--- src/rtl/deskew_job_sequencer.sv ---
`default_nettype none
// ============================================================================
//  Module   : deskew_job_sequencer
//  Purpose  : Register front end for the deskew core. It queues job
//             descriptors, launches them back-to-back, tracks completions
//             and errors, and raises one coalesced interrupt.
//  Revision : 1.0  initial release
// ============================================================================
module deskew_job_sequencer #(
    parameter int REG_ADDR_WIDTH = 8,
    parameter int DIM_WIDTH      = 9,
    parameter int ADDR_WIDTH     = 17,
    parameter int QUEUE_DEPTH    = 4,
    parameter int CNT_WIDTH      = 16
) (
    input  logic                      clk,
    input  logic                      rst_n,
    input  logic                      write_reg,
    input  logic [REG_ADDR_WIDTH-1:0] reg_waddr,
    input  logic [31:0]               reg_wdata,
    input  logic                      read_reg,
    input  logic [REG_ADDR_WIDTH-1:0] reg_raddr,
    output logic [31:0]               reg_rdata,
    output logic [DIM_WIDTH-1:0]      img_dim,
    output logic [ADDR_WIDTH-1:0]     in_img_start_addr,
    output logic [ADDR_WIDTH-1:0]     out_img_start_addr,
    output logic                      start_dsqw,
    output logic                      soft_rst,
    input  logic                      dsqw_idle,
    input  logic                      dsqw_done,
    input  logic                      err_size,
    input  logic                      mem_acc_err,
    output logic                      dsqw_done_ack,
    output logic                      err_size_ack,
    output logic                      mem_acc_err_ack,
    output logic                      dsqw_irq
);

    localparam int PTR_W = $clog2(QUEUE_DEPTH);
    localparam int LVL_W = PTR_W + 1;

    localparam logic [REG_ADDR_WIDTH-1:0] A_CTRL    = REG_ADDR_WIDTH'(32'h00);
    localparam logic [REG_ADDR_WIDTH-1:0] A_STG_DIM = REG_ADDR_WIDTH'(32'h04);
    localparam logic [REG_ADDR_WIDTH-1:0] A_STG_IN  = REG_ADDR_WIDTH'(32'h08);
    localparam logic [REG_ADDR_WIDTH-1:0] A_STG_OUT = REG_ADDR_WIDTH'(32'h0C);
    localparam logic [REG_ADDR_WIDTH-1:0] A_PUSH    = REG_ADDR_WIDTH'(32'h10);
    localparam logic [REG_ADDR_WIDTH-1:0] A_STATUS  = REG_ADDR_WIDTH'(32'h14);
    localparam logic [REG_ADDR_WIDTH-1:0] A_IRQ     = REG_ADDR_WIDTH'(32'h18);
    localparam logic [REG_ADDR_WIDTH-1:0] A_DONE    = REG_ADDR_WIDTH'(32'h1C);
    localparam logic [REG_ADDR_WIDTH-1:0] A_COAL    = REG_ADDR_WIDTH'(32'h20);

    typedef enum logic [2:0] {
        S_IDLE   = 3'd0,
        S_LAUNCH = 3'd1,
        S_RUN    = 3'd2,
        S_ACK    = 3'd3,
        S_HALT   = 3'd4
    } state_t;

    state_t                  state_q, state_d;
    logic                    err_q, err_d;
    logic                    run_en_q, irq_en_q;
    logic [DIM_WIDTH-1:0]    stg_dim_q;
    logic [ADDR_WIDTH-1:0]   stg_in_q, stg_out_q;
    logic [7:0]              coalesce_q;
    logic [DIM_WIDTH-1:0]    q_dim_q [QUEUE_DEPTH];
    logic [ADDR_WIDTH-1:0]   q_in_q  [QUEUE_DEPTH];
    logic [ADDR_WIDTH-1:0]   q_out_q [QUEUE_DEPTH];
    logic [PTR_W-1:0]        wr_ptr_q, rd_ptr_q;
    logic [LVL_W-1:0]        level_q;
    logic [4:0]              irq_stat_q;
    logic [CNT_WIDTH-1:0]    done_cnt_q;
    logic [7:0]              coal_cnt_q;
    logic                    irq_q;
    logic [31:0]             rdata_q;
    logic [DIM_WIDTH-1:0]    img_dim_q;
    logic [ADDR_WIDTH-1:0]   in_addr_q, out_addr_q;
    logic                    start_q, soft_rst_q;
    logic                    done_ack_q, size_ack_q, mem_ack_q;
    logic                    done_ack_d, size_ack_d, mem_ack_d;

    logic        launch, pop, done_hit, size_set, mem_set;
    logic [31:0] rd_mux;
    logic [4:0]  set_mask, w1c_mask;

    // Register write decode
    logic wr_ctrl, wr_push, wr_irq, soft_rst_req;
    assign wr_ctrl      = write_reg && (reg_waddr == A_CTRL);
    assign wr_push      = write_reg && (reg_waddr == A_PUSH);
    assign wr_irq       = write_reg && (reg_waddr == A_IRQ);
    assign soft_rst_req = wr_ctrl && reg_wdata[2];

    // Queue status and push acceptance; a pop in the same cycle frees a slot
    logic q_empty, q_full, fsm_idle, push_bad, push_ok, push_ovf;
    assign q_empty  = (level_q == '0);
    assign q_full   = (level_q == LVL_W'(QUEUE_DEPTH));
    assign fsm_idle = (state_q == S_IDLE);
    assign push_bad = wr_push && (stg_dim_q == '0);
    assign push_ok  = wr_push && !push_bad && (!q_full || pop);
    assign push_ovf = wr_push && !push_bad && q_full && !pop;

    // Coalescing: a programmed value of 0 behaves as 1
    logic [8:0] coal_eff, coal_next;
    logic       done_evt_set;
    assign coal_eff     = (coalesce_q == 8'd0) ? 9'd1 : {1'b0, coalesce_q};
    assign coal_next    = {1'b0, coal_cnt_q} + 9'd1;
    assign done_evt_set = done_hit && ((coal_next >= coal_eff) || (level_q == LVL_W'(1)));

    assign set_mask = {push_bad, push_ovf, mem_set, size_set, done_evt_set};
    assign w1c_mask = wr_irq ? reg_wdata[4:0] : 5'd0;

    logic unused_wdata;
    assign unused_wdata = ^reg_wdata;

    // Software-visible control, staging and coalesce registers
    always_ff @(posedge clk or negedge rst_n) begin
        if (!rst_n) begin
            run_en_q   <= 1'b0;
            irq_en_q   <= 1'b0;
            stg_dim_q  <= '0;
            stg_in_q   <= '0;
            stg_out_q  <= '0;
            coalesce_q <= '0;
        end else if (write_reg) begin
            if (reg_waddr == A_CTRL) begin
                run_en_q <= reg_wdata[0];
                irq_en_q <= reg_wdata[1];
            end
            if (reg_waddr == A_STG_DIM) stg_dim_q  <= reg_wdata[DIM_WIDTH-1:0];
            if (reg_waddr == A_STG_IN)  stg_in_q   <= reg_wdata[ADDR_WIDTH-1:0];
            if (reg_waddr == A_STG_OUT) stg_out_q  <= reg_wdata[ADDR_WIDTH-1:0];
            if (reg_waddr == A_COAL)    coalesce_q <= reg_wdata[7:0];
        end
    end

    // Descriptor FIFO; soft reset only rewinds the pointers
    always_ff @(posedge clk or negedge rst_n) begin
        if (!rst_n) begin
            wr_ptr_q <= '0;
            rd_ptr_q <= '0;
            level_q  <= '0;
            for (int i = 0; i < QUEUE_DEPTH; i++) begin
                q_dim_q[i] <= '0;
                q_in_q[i]  <= '0;
                q_out_q[i] <= '0;
            end
        end else if (soft_rst_req) begin
            wr_ptr_q <= '0;
            rd_ptr_q <= '0;
            level_q  <= '0;
        end else begin
            if (push_ok) begin
                q_dim_q[wr_ptr_q] <= stg_dim_q;
                q_in_q[wr_ptr_q]  <= stg_in_q;
                q_out_q[wr_ptr_q] <= stg_out_q;
                wr_ptr_q          <= wr_ptr_q + PTR_W'(1);
            end
            if (pop) rd_ptr_q <= rd_ptr_q + PTR_W'(1);
            level_q <= level_q + LVL_W'(push_ok) - LVL_W'(pop);
        end
    end

    // Job FSM state register
    always_ff @(posedge clk or negedge rst_n) begin
        if (!rst_n) begin
            state_q <= S_IDLE;
            err_q   <= 1'b0;
        end else begin
            state_q <= state_d;
            err_q   <= err_d;
        end
    end

    // Job FSM next state, acks and event strobes; soft reset overrides all
    always_comb begin
        state_d    = state_q;
        err_d      = err_q;
        launch     = 1'b0;
        pop        = 1'b0;
        done_hit   = 1'b0;
        size_set   = 1'b0;
        mem_set    = 1'b0;
        done_ack_d = 1'b0;
        size_ack_d = 1'b0;
        mem_ack_d  = 1'b0;
        case (state_q)
            S_IDLE: if (run_en_q && !q_empty && dsqw_idle) state_d = S_LAUNCH;
            S_LAUNCH: begin
                launch  = 1'b1;
                state_d = S_RUN;
            end
            S_RUN: if (dsqw_done || err_size || mem_acc_err) begin
                state_d    = S_ACK;
                err_d      = err_size || mem_acc_err;
                done_ack_d = dsqw_done;
                size_ack_d = err_size;
                mem_ack_d  = mem_acc_err;
                size_set   = err_size;
                mem_set    = mem_acc_err;
                done_hit   = dsqw_done && !err_size && !mem_acc_err;
            end
            S_ACK: begin
                pop     = 1'b1;
                state_d = err_q ? S_HALT : S_IDLE;
            end
            S_HALT: if (!irq_stat_q[1] && !irq_stat_q[2]) state_d = S_IDLE;
            default: state_d = S_IDLE;
        endcase
        if (soft_rst_req) begin
            state_d    = S_IDLE;
            err_d      = 1'b0;
            launch     = 1'b0;
            pop        = 1'b0;
            done_hit   = 1'b0;
            size_set   = 1'b0;
            mem_set    = 1'b0;
            done_ack_d = 1'b0;
            size_ack_d = 1'b0;
            mem_ack_d  = 1'b0;
        end
    end

    // Core-facing outputs: descriptor held from one launch to the next
    always_ff @(posedge clk or negedge rst_n) begin
        if (!rst_n) begin
            img_dim_q  <= '0;
            in_addr_q  <= '0;
            out_addr_q <= '0;
            start_q    <= 1'b0;
            soft_rst_q <= 1'b0;
            done_ack_q <= 1'b0;
            size_ack_q <= 1'b0;
            mem_ack_q  <= 1'b0;
        end else begin
            if (launch) begin
                img_dim_q  <= q_dim_q[rd_ptr_q];
                in_addr_q  <= q_in_q[rd_ptr_q];
                out_addr_q <= q_out_q[rd_ptr_q];
            end
            start_q    <= launch;
            soft_rst_q <= soft_rst_req;
            done_ack_q <= done_ack_d;
            size_ack_q <= size_ack_d;
            mem_ack_q  <= mem_ack_d;
        end
    end

    // Interrupt status (set beats clear), completion counters, irq line
    always_ff @(posedge clk or negedge rst_n) begin
        if (!rst_n) begin
            irq_stat_q <= '0;
            done_cnt_q <= '0;
            coal_cnt_q <= '0;
            irq_q      <= 1'b0;
        end else begin
            irq_q <= irq_en_q && (|irq_stat_q);
            if (soft_rst_req) begin
                irq_stat_q <= '0;
                done_cnt_q <= '0;
                coal_cnt_q <= '0;
            end else begin
                irq_stat_q <= (irq_stat_q & ~w1c_mask) | set_mask;
                if (done_hit) begin
                    done_cnt_q <= done_cnt_q + CNT_WIDTH'(1);
                    coal_cnt_q <= done_evt_set ? 8'd0 : coal_next[7:0];
                end
            end
        end
    end

    // Read data selection
    always_comb begin
        rd_mux = '0;
        case (reg_raddr)
            A_CTRL:    rd_mux = {30'd0, irq_en_q, run_en_q};
            A_STG_DIM: rd_mux = 32'(stg_dim_q);
            A_STG_IN:  rd_mux = 32'(stg_in_q);
            A_STG_OUT: rd_mux = 32'(stg_out_q);
            A_STATUS:  rd_mux = {8'd0, 5'd0, state_q, 8'(level_q), 5'd0, q_full, q_empty, fsm_idle};
            A_IRQ:     rd_mux = {27'd0, irq_stat_q};
            A_DONE:    rd_mux = 32'(done_cnt_q);
            A_COAL:    rd_mux = {24'd0, coalesce_q};
            default:   rd_mux = '0;
        endcase
    end

    // Read data register, held between reads
    always_ff @(posedge clk or negedge rst_n) begin
        if (!rst_n)        rdata_q <= '0;
        else if (read_reg) rdata_q <= rd_mux;
    end

    assign reg_rdata          = rdata_q;
    assign img_dim            = img_dim_q;
    assign in_img_start_addr  = in_addr_q;
    assign out_img_start_addr = out_addr_q;
    assign start_dsqw         = start_q;
    assign soft_rst           = soft_rst_q;
    assign dsqw_done_ack      = done_ack_q;
    assign err_size_ack       = size_ack_q;
    assign mem_acc_err_ack    = mem_ack_q;
    assign dsqw_irq           = irq_q;

endmodule
`default_nettype wire

--- config.mk ---
export PLATFORM = sky130hd
export DESIGN_NAME = deskew_job_sequencer
export DESIGN_NICKNAME = d
export VERILOG_FILES = /design/src/rtl/deskew_job_sequencer.sv
export SDC_FILE = /design/constraint.sdc
export NUM_CORES = 1
export LEC_CHECK = 0
export ABC_AREA = 1
export ABC_CLOCK_PERIOD_IN_PS = 6250
export CAP_MARGIN = 20
export CORE_MARGIN = 2
export CORE_UTILIZATION = 40
export CTS_CLUSTER_SIZE = 8
export DETAILED_ROUTE_END_ITERATION = 16
export PLACE_DENSITY_LB_ADDON = 0.1
export SLEW_MARGIN = 40
export SYNTH_ARGS = -nofsm -noshare
export SYNTH_HDL_FRONTEND = slang
export SYNTH_SLANG_ARGS = --single-unit
--- constraint.sdc ---
create_clock -name clk -period 6.25 [get_ports clk]
set_input_delay 1.25 -clock clk [delete_from_list [all_inputs] [get_ports clk]]
set_output_delay 1.25 -clock clk [all_outputs]
set_load 0.02 [all_outputs]
==> impl_metrics.env, run 1 <==
export IMPL_track_usage=0.2421
export IMPL_hp_class="reg -> reg"
export IMPL_power_switching_uw=2410
export IMPL_setup_worst_path_start_class="primary input"
export IMPL_post_cts_buffers=0
export IMPL_routed_wl_mm=50.10
export IMPL_synth_edf_count=0
export IMPL_dpl_instance_area_sq_um=17550
export IMPL_period_share=0.5999
export IMPL_clkTransAtPathRegs_ns=0.05
export IMPL_swShare=0.3590
export IMPL_worstPathArrival_ns=4.25
export IMPL_drv_cap=0
export IMPL_slew_headroom=0.4617
export IMPL_fillers=3992
export IMPL_core_sq_um=39910
export IMPL_start_util=0.4071
export IMPL_leakagePower_uw=0.009512
export IMPL_fmaxAchievable_ghz=0.2667
export IMPL_grt_max_degree=108
export IMPL_utilization=0.4709
export IMPL_viasPerCell=5.441
export IMPL_path_class="in -> reg"
export IMPL_cts_tree="yes"
export IMPL_hold_viol=0
export IMPL_cts_buffers=47
export IMPL_area_growth_pct=15.69
export IMPL_synth_async_reset_ratio=1.000
export IMPL_fp_dieW_um=205.5
export IMPL_die_area_sq_um=42250
export IMPL_powerDensity_nw_per_um2=357.2
export IMPL_nets=2147
export IMPL_outcome="finished clean"
export IMPL_syn_avg_cell_area_sq_um=8.012
export IMPL_gp_congestion=0.8666
export IMPL_dr_pass1_iters=5
export IMPL_via_count=14158
export IMPL_drc=0
export IMPL_timing_setup_tns_ns=0
export IMPL_drtIter0Drc=944
export IMPL_required_ns=6.75
export IMPL_wire_per_inst_um=19.25
export IMPL_fp_dieH_um=205.5
export IMPL_synthFlopType="dfrtp_1"
export IMPL_grt_pass1_vias=13668
export IMPL_io_pins=137
export IMPL_period_needed_ns=3.749
export IMPL_grt_pass1_wl_mm=79.55
export IMPL_htreeDepth=2
export IMPL_num_rows=73
export IMPL_power_frac_comb=0.290
export IMPL_end_kind="flop"
export IMPL_grt_antenna_before_repair=0
export IMPL_final_area_sq_um=18800
export IMPL_dp_hpwl_mm=30.27
export IMPL_ir_drop_v=0.0002040
export IMPL_drv_slew=0
export IMPL_synth_area_sq_um=16250
export IMPL_cp_max_fo=91
export IMPL_seq_area_frac_synth=0.5129
export IMPL_tightest_slew_ns=0.8074
export IMPL_worstSkewPairLatency_ns=0.58
export IMPL_grt_ovfl_total=0
export IMPL_clkSinkCount=333
export IMPL_fin_skew_ns=0.02072
export IMPL_finalSetupViolCount=0
export IMPL_port_buffer_count=108
export IMPL_antenna_cells=0
export IMPL_ys_warn_count=0
export IMPL_grt_setup_unrepaired="no"
export IMPL_seqPwrFrac=0.375
export IMPL_postCtsHoldBufs=0
export IMPL_ctsRootBufferMaster="clkbuf_16"
export IMPL_ys_seq_elements=333
export IMPL_synth_distinct_cells=35
export IMPL_drive_gt1_frac=0.05778
export IMPL_p_int_uw=4304
export IMPL_cts_buffer_depth=3
export IMPL_ctsResizeCount=0
export IMPL_syn_inst=2028
export IMPL_antenna_left=0
export IMPL_clkPwrFrac=0.336
==> synthesized netlist by cell type (16+ instances only) <==
library cell,number,share of area
nand4_1,191,0.074
dfrtp_1,333,0.51
o32ai_1,43,0.023
nand3_1,102,0.031
inv_1,98,0.023
nand2_1,696,0.16
clkbuf_1,50,0.012
ha_1,16,0.012
nor2_1,182,0.042
buf_2,50,0.015
o21ai_0,132,0.041
buf_4,27,0.012
buf_1,24,0.0055
==> critical path, stage by stage <==
cell	delay [ns]
clkdlybuf4s50_1	0.41
nor2_2	0.17
nand2_2	0.10
nor2_2	0.17
nand2_2	0.12
nor2_8	0.39
buf_4	0.65
buf_6	0.64
nand4_1	0.17
nand2_1	0.11
==> cell usage in the layout (no fill, tap or decap), drive strengths merged, types with 2 or more instances in the layout <==
master         count
dfrtp            333
clkinv             3
inv              107
nor3              18
clkbuf            48
ha                16
xnor2              2
o211ai             8
o21ai            132
o41ai              2
or2                4
nand2            702
clkdlybuf4s50    107
o31ai              3
buf               30
nand3            107
xor2               3
nor2             189
o32ai             43
a21oi             13
nand4            191
conb              13
==> metal layers <==
metal / wire [um] / global-route usage / vias to the layer above / share of wire
li1: - / - / 6798 / -
met1: 23230 / 0.3418 / 6910 / 0.46
met2: 23390 / 0.3908 / 376 / 0.47
met3: 2457 / 0.03516 / 74 / 0.049
met4: 1014 / 0.06295 / 0 / 0.020
met5: 0 / 0 / - / 0
==> layout make-up <==
type | instances | area [sq um] | area share
clock buffers | 48 | 1180 | 0.06277
clock inverters | 4 | 31.28 | 0.001664
inverters | 106 | 401.6 | 0.02137
multi-input cells | 1449 | 6833 | 0.3635
flip-flops and latches | 333 | 8335 | 0.4435
well taps | 525 | 656.9 | 0.03495
repair buffers | 137 | 1359 | 0.07229
==> sequential cells by signal, summed over array words and instances (netlist names), 9 cells and up <==
name,count
in_img_start_addr,17
q_in_q,68
out_img_start_addr,17
stg_out_q,17
img_dim,9
reg_rdata,19
done_cnt_q,16
stg_dim_q,9
stg_in_q,17
q_dim_q,36
q_out_q,68
==> power by group through the flow <==
stage	Sequential (uW)	Combinational, uW	Clock (uW)
after CTS	2510	1960	2300
after global routing	2540	2180	2390
after global placement	2540	1950	0
after floorplan	2610	1180	0
final	2510	1950	2250
after detailed placement	2550	1960	0
==> cell families after synthesis <==
group / count (synthesis) / synth area share
other cells: 1 / 0.0002308
buf+inv: 258 / 0.07015
fa+ha+maj: 17 / 0.01355
flops: 333 / 0.5129
simple gates: 1211 / 0.3257
compound gates: 203 / 0.07485
xor+xnor: 5 / 0.002696
==> metrics by stage <==
| step | power, uW | setup WS (ns) | instances | hold WS, ns |
|---|---|---|---|---|
| after floorplan | 3794 | 2.815 | 2040 | 0.4366 |
| after global placement | 4488 | 1.729 | 2549 | 0.4488 |
| after detailed placement | 4503 | 1.840 | 2549 | 0.4532 |
| after CTS | 6777 | 2.446 | 2601 | 0.4655 |
| after global routing | 7104 | 2.279 | 2602 | 0.4843 |
| final | 6714 | 2.501 | 2602 | 0.4619 |
==> path summary, 6_finish.rpt <==
check                                       start                            endpoint  slack, ns  cells after the start
max reg2reg                  level_q[1]$_DFF_PN0_                level_q[1]$_DFF_PN0_       3.25                     10
max                                  reg_waddr[7]              q_dim_q[5]$_DFFE_PN0P_       2.50                     10
min in group asynchronous                   rst_n  out_img_start_addr[10]$_DFFE_PN0P_       0.53                      1
min reg2reg                q_in_q[17]$_DFFE_PN0P_              q_in_q[17]$_DFFE_PN0P_       0.46                      2
max in group asynchronous                   rst_n             rd_ptr_q[1]$_DFFE_PN0P_       4.35                      3
min                        q_in_q[17]$_DFFE_PN0P_              q_in_q[17]$_DFFE_PN0P_       0.46                      2
(Power assumes the default switching activity.)
==> inputs of run 2 (changes only) <==
ABC_CLOCK_PERIOD_IN_PS = 3600   (was 6250)
clock period = 3.6 ns   (was 6.25 ns; I/O delays follow)
==> run 2 against run 1 <==
First-iteration DRC count up 52%. Count of clock-buffer cells in the layout up 5. Total power up 75%. Cell area up 1.0%. Largest cell class unchanged. Die area unchanged. Clock skew down 0.0054 ns. Clock power up 76%. Critical endpoint is now q_in_q[36]$_DFFE_PN0P_. Critical path depth unchanged. Hold slack worse by 0.28 ns.
==> impl_metrics.env, run 2 (synthesis results as in run 1) <==
export IMPL_finalSetupViolCount=0
export IMPL_grt_max_degree=179
export IMPL_hold_viol=0
export IMPL_grt_ovfl_total=0
export IMPL_top_regs="q_in_q: 68 flops, q_out_q: 68 flops, q_dim_q: 36 flops"
export IMPL_worstSkewPairLatency_ns=0.56
export IMPL_clkSinkCount=333
export IMPL_total_power_uw=11740
export IMPL_fmaxAchievable_ghz=0.3585
export IMPL_powerDensity_nw_per_um2=618.4
export IMPL_grt_pass1_vias=13357
export IMPL_layout_common_cells="nand2_1, dfrtp_1, nand4_1"
export IMPL_outcome="finished clean"
export IMPL_period_needed_ns=2.789
export IMPL_timing_setup_tns_ns=0
export IMPL_io_pins=137
export IMPL_core_sq_um=39910
export IMPL_antenna_left=0
export IMPL_drive_gt1_frac=0.05947
export IMPL_htreeDepth=2
export IMPL_dr_pass1_iters=5
export IMPL_ctsResizeCount=0
export IMPL_slowest_delay_ns=0.63
export IMPL_setup_worst_path_start_class="primary input"
export IMPL_fin_hold_ws_ns=0.1797
export IMPL_die_area_sq_um=42250
export IMPL_nets=2154
export IMPL_required_ns=4.09
export IMPL_post_cts_buffers=0
export IMPL_wire_per_inst_um=19.16
export IMPL_drc=0
export IMPL_drv_slew=0
export IMPL_grt_pass1_wl_mm=78.57
export IMPL_critPathTopFamily="buffers and inverters"
export IMPL_cp_num_buf_inv=3
export IMPL_period_share=0.7747
export IMPL_fp_dieH_um=205.5
export IMPL_seq_area_sq_um=8338
export IMPL_dp_hpwl_mm=30.74
export IMPL_viasPerCell=5.414
export IMPL_antenna_cells=0
export IMPL_leakagePower_uw=0.009603
export IMPL_worst_path_max_delay_cell="buf_4"
export IMPL_path_class="in -> reg"
export IMPL_end_kind="flop"
export IMPL_drv_cap=0
export IMPL_fp_dieW_um=205.5
export IMPL_ctsRootBufferMaster="clkbuf_16"
export IMPL_grt_antenna_before_repair=1
export IMPL_drtIter0Drc=1431
export IMPL_fin_skew_ns=0.01531
export IMPL_final_common_cell="nand2_1"
export IMPL_num_rows=73
export IMPL_routed_wl_mm=50.01
export IMPL_cp_max_fo=124
export IMPL_multi_input_area_sq_um=6828
export IMPL_via_count=14131
export IMPL_port_buffer_count=108
export IMPL_area_growth_pct=16.85
export IMPL_start_util=0.4071
export IMPL_regToRegSetupSlack_ns=1.01
export IMPL_worstPathCellList="clkdlybuf4s50_1 > nor2_2 > nand2_2 > nor2_2 > nand2_2 > nor2_8 > buf_12 > buf_4 > nand4_1 > nand2_1"
export IMPL_fillers=3920
export IMPL_clkTransAtPathRegs_ns=0.05
export IMPL_cts_buffer_depth=3
export IMPL_ir_drop_v=0.0004476
export IMPL_cts_buffers=47
export IMPL_gp_congestion=0.8465
export IMPL_postCtsHoldBufs=0
export IMPL_grt_setup_unrepaired="no"
export IMPL_worstPathArrival_ns=3.28
export IMPL_slew_headroom=0.4262
export IMPL_tightest_slew_ns=0.8607
export IMPL_track_usage=0.2403
export IMPL_hp_class="in -> async"
export IMPL_cts_tree="yes"
## run 2: cell count changes in the layout (fill, tap and decap cells not counted), moves of 2 or more
cell	before	now
buf_12	1	11
buf_4	21	24
buf_6	6	0
clkbuf_1	1	3
clkbuf_16	47	49
clkinv_2	2	0
inv_2	5	7
inv_6	3	0
nand2_1	693	695
nand2_2	8	6
## run 2: final timing paths
check	start	end	cells past startpoint
max	reg_waddr[7]	q_in_q[36]$_DFFE_PN0P_	10
min	rst_n	q_out_q[10]$_DFFE_PN0P_	2
max reg2reg	stg_dim_q[4]$_DFFE_PN0P_	level_q[1]$_DFF_PN0_	12
min reg2reg	q_out_q[26]$_DFFE_PN0P_	q_out_q[26]$_DFFE_PN0P_	2
max in group asynchronous	rst_n	rd_ptr_q[1]$_DFFE_PN0P_	3
min in group clk	q_out_q[26]$_DFFE_PN0P_	q_out_q[26]$_DFFE_PN0P_	2
## run 2: cell type report
type | instances | share of cell area
Sequential cell | 333 | 0.4392
Multi-Input combinational cell | 1449 | 0.3596
Timing Repair Buffer | 144 | 0.07974
Clock buffer | 53 | 0.06590
Tap cell | 525 | 0.03460
Inverter | 106 | 0.02096
## run 2: per-layer routing
layer	global-route usage	vias up	wire (um)
met5	0	-	0
li1	-	6808	-
met2	0.3736	380	22840
met1	0.3432	6864	23250
met3	0.04023	79	2506
met4	0.07400	0	1415
## run 2: per-stage QoR
step | cell area (sq um) | cells | setup WS, ns | utilization
floorplan | 16290 | 2040 | 0.6954 | -
global placement | 17700 | 2556 | 0.3055 | 0.4435
detailed placement | 17730 | 2557 | 0.2850 | 0.4443
CTS | 18990 | 2610 | 0.8918 | 0.4757
global route | 18990 | 2610 | 0.6284 | 0.4757
finish | 18990 | 2610 | 0.8109 | 0.4757
## run 2: report_power, final
group	switching [uW]	internal, uW	leakage, uW
combinational	2180	1150	0.00445
sequential	379	4080	0.00454
clock	1560	2400	0.000615
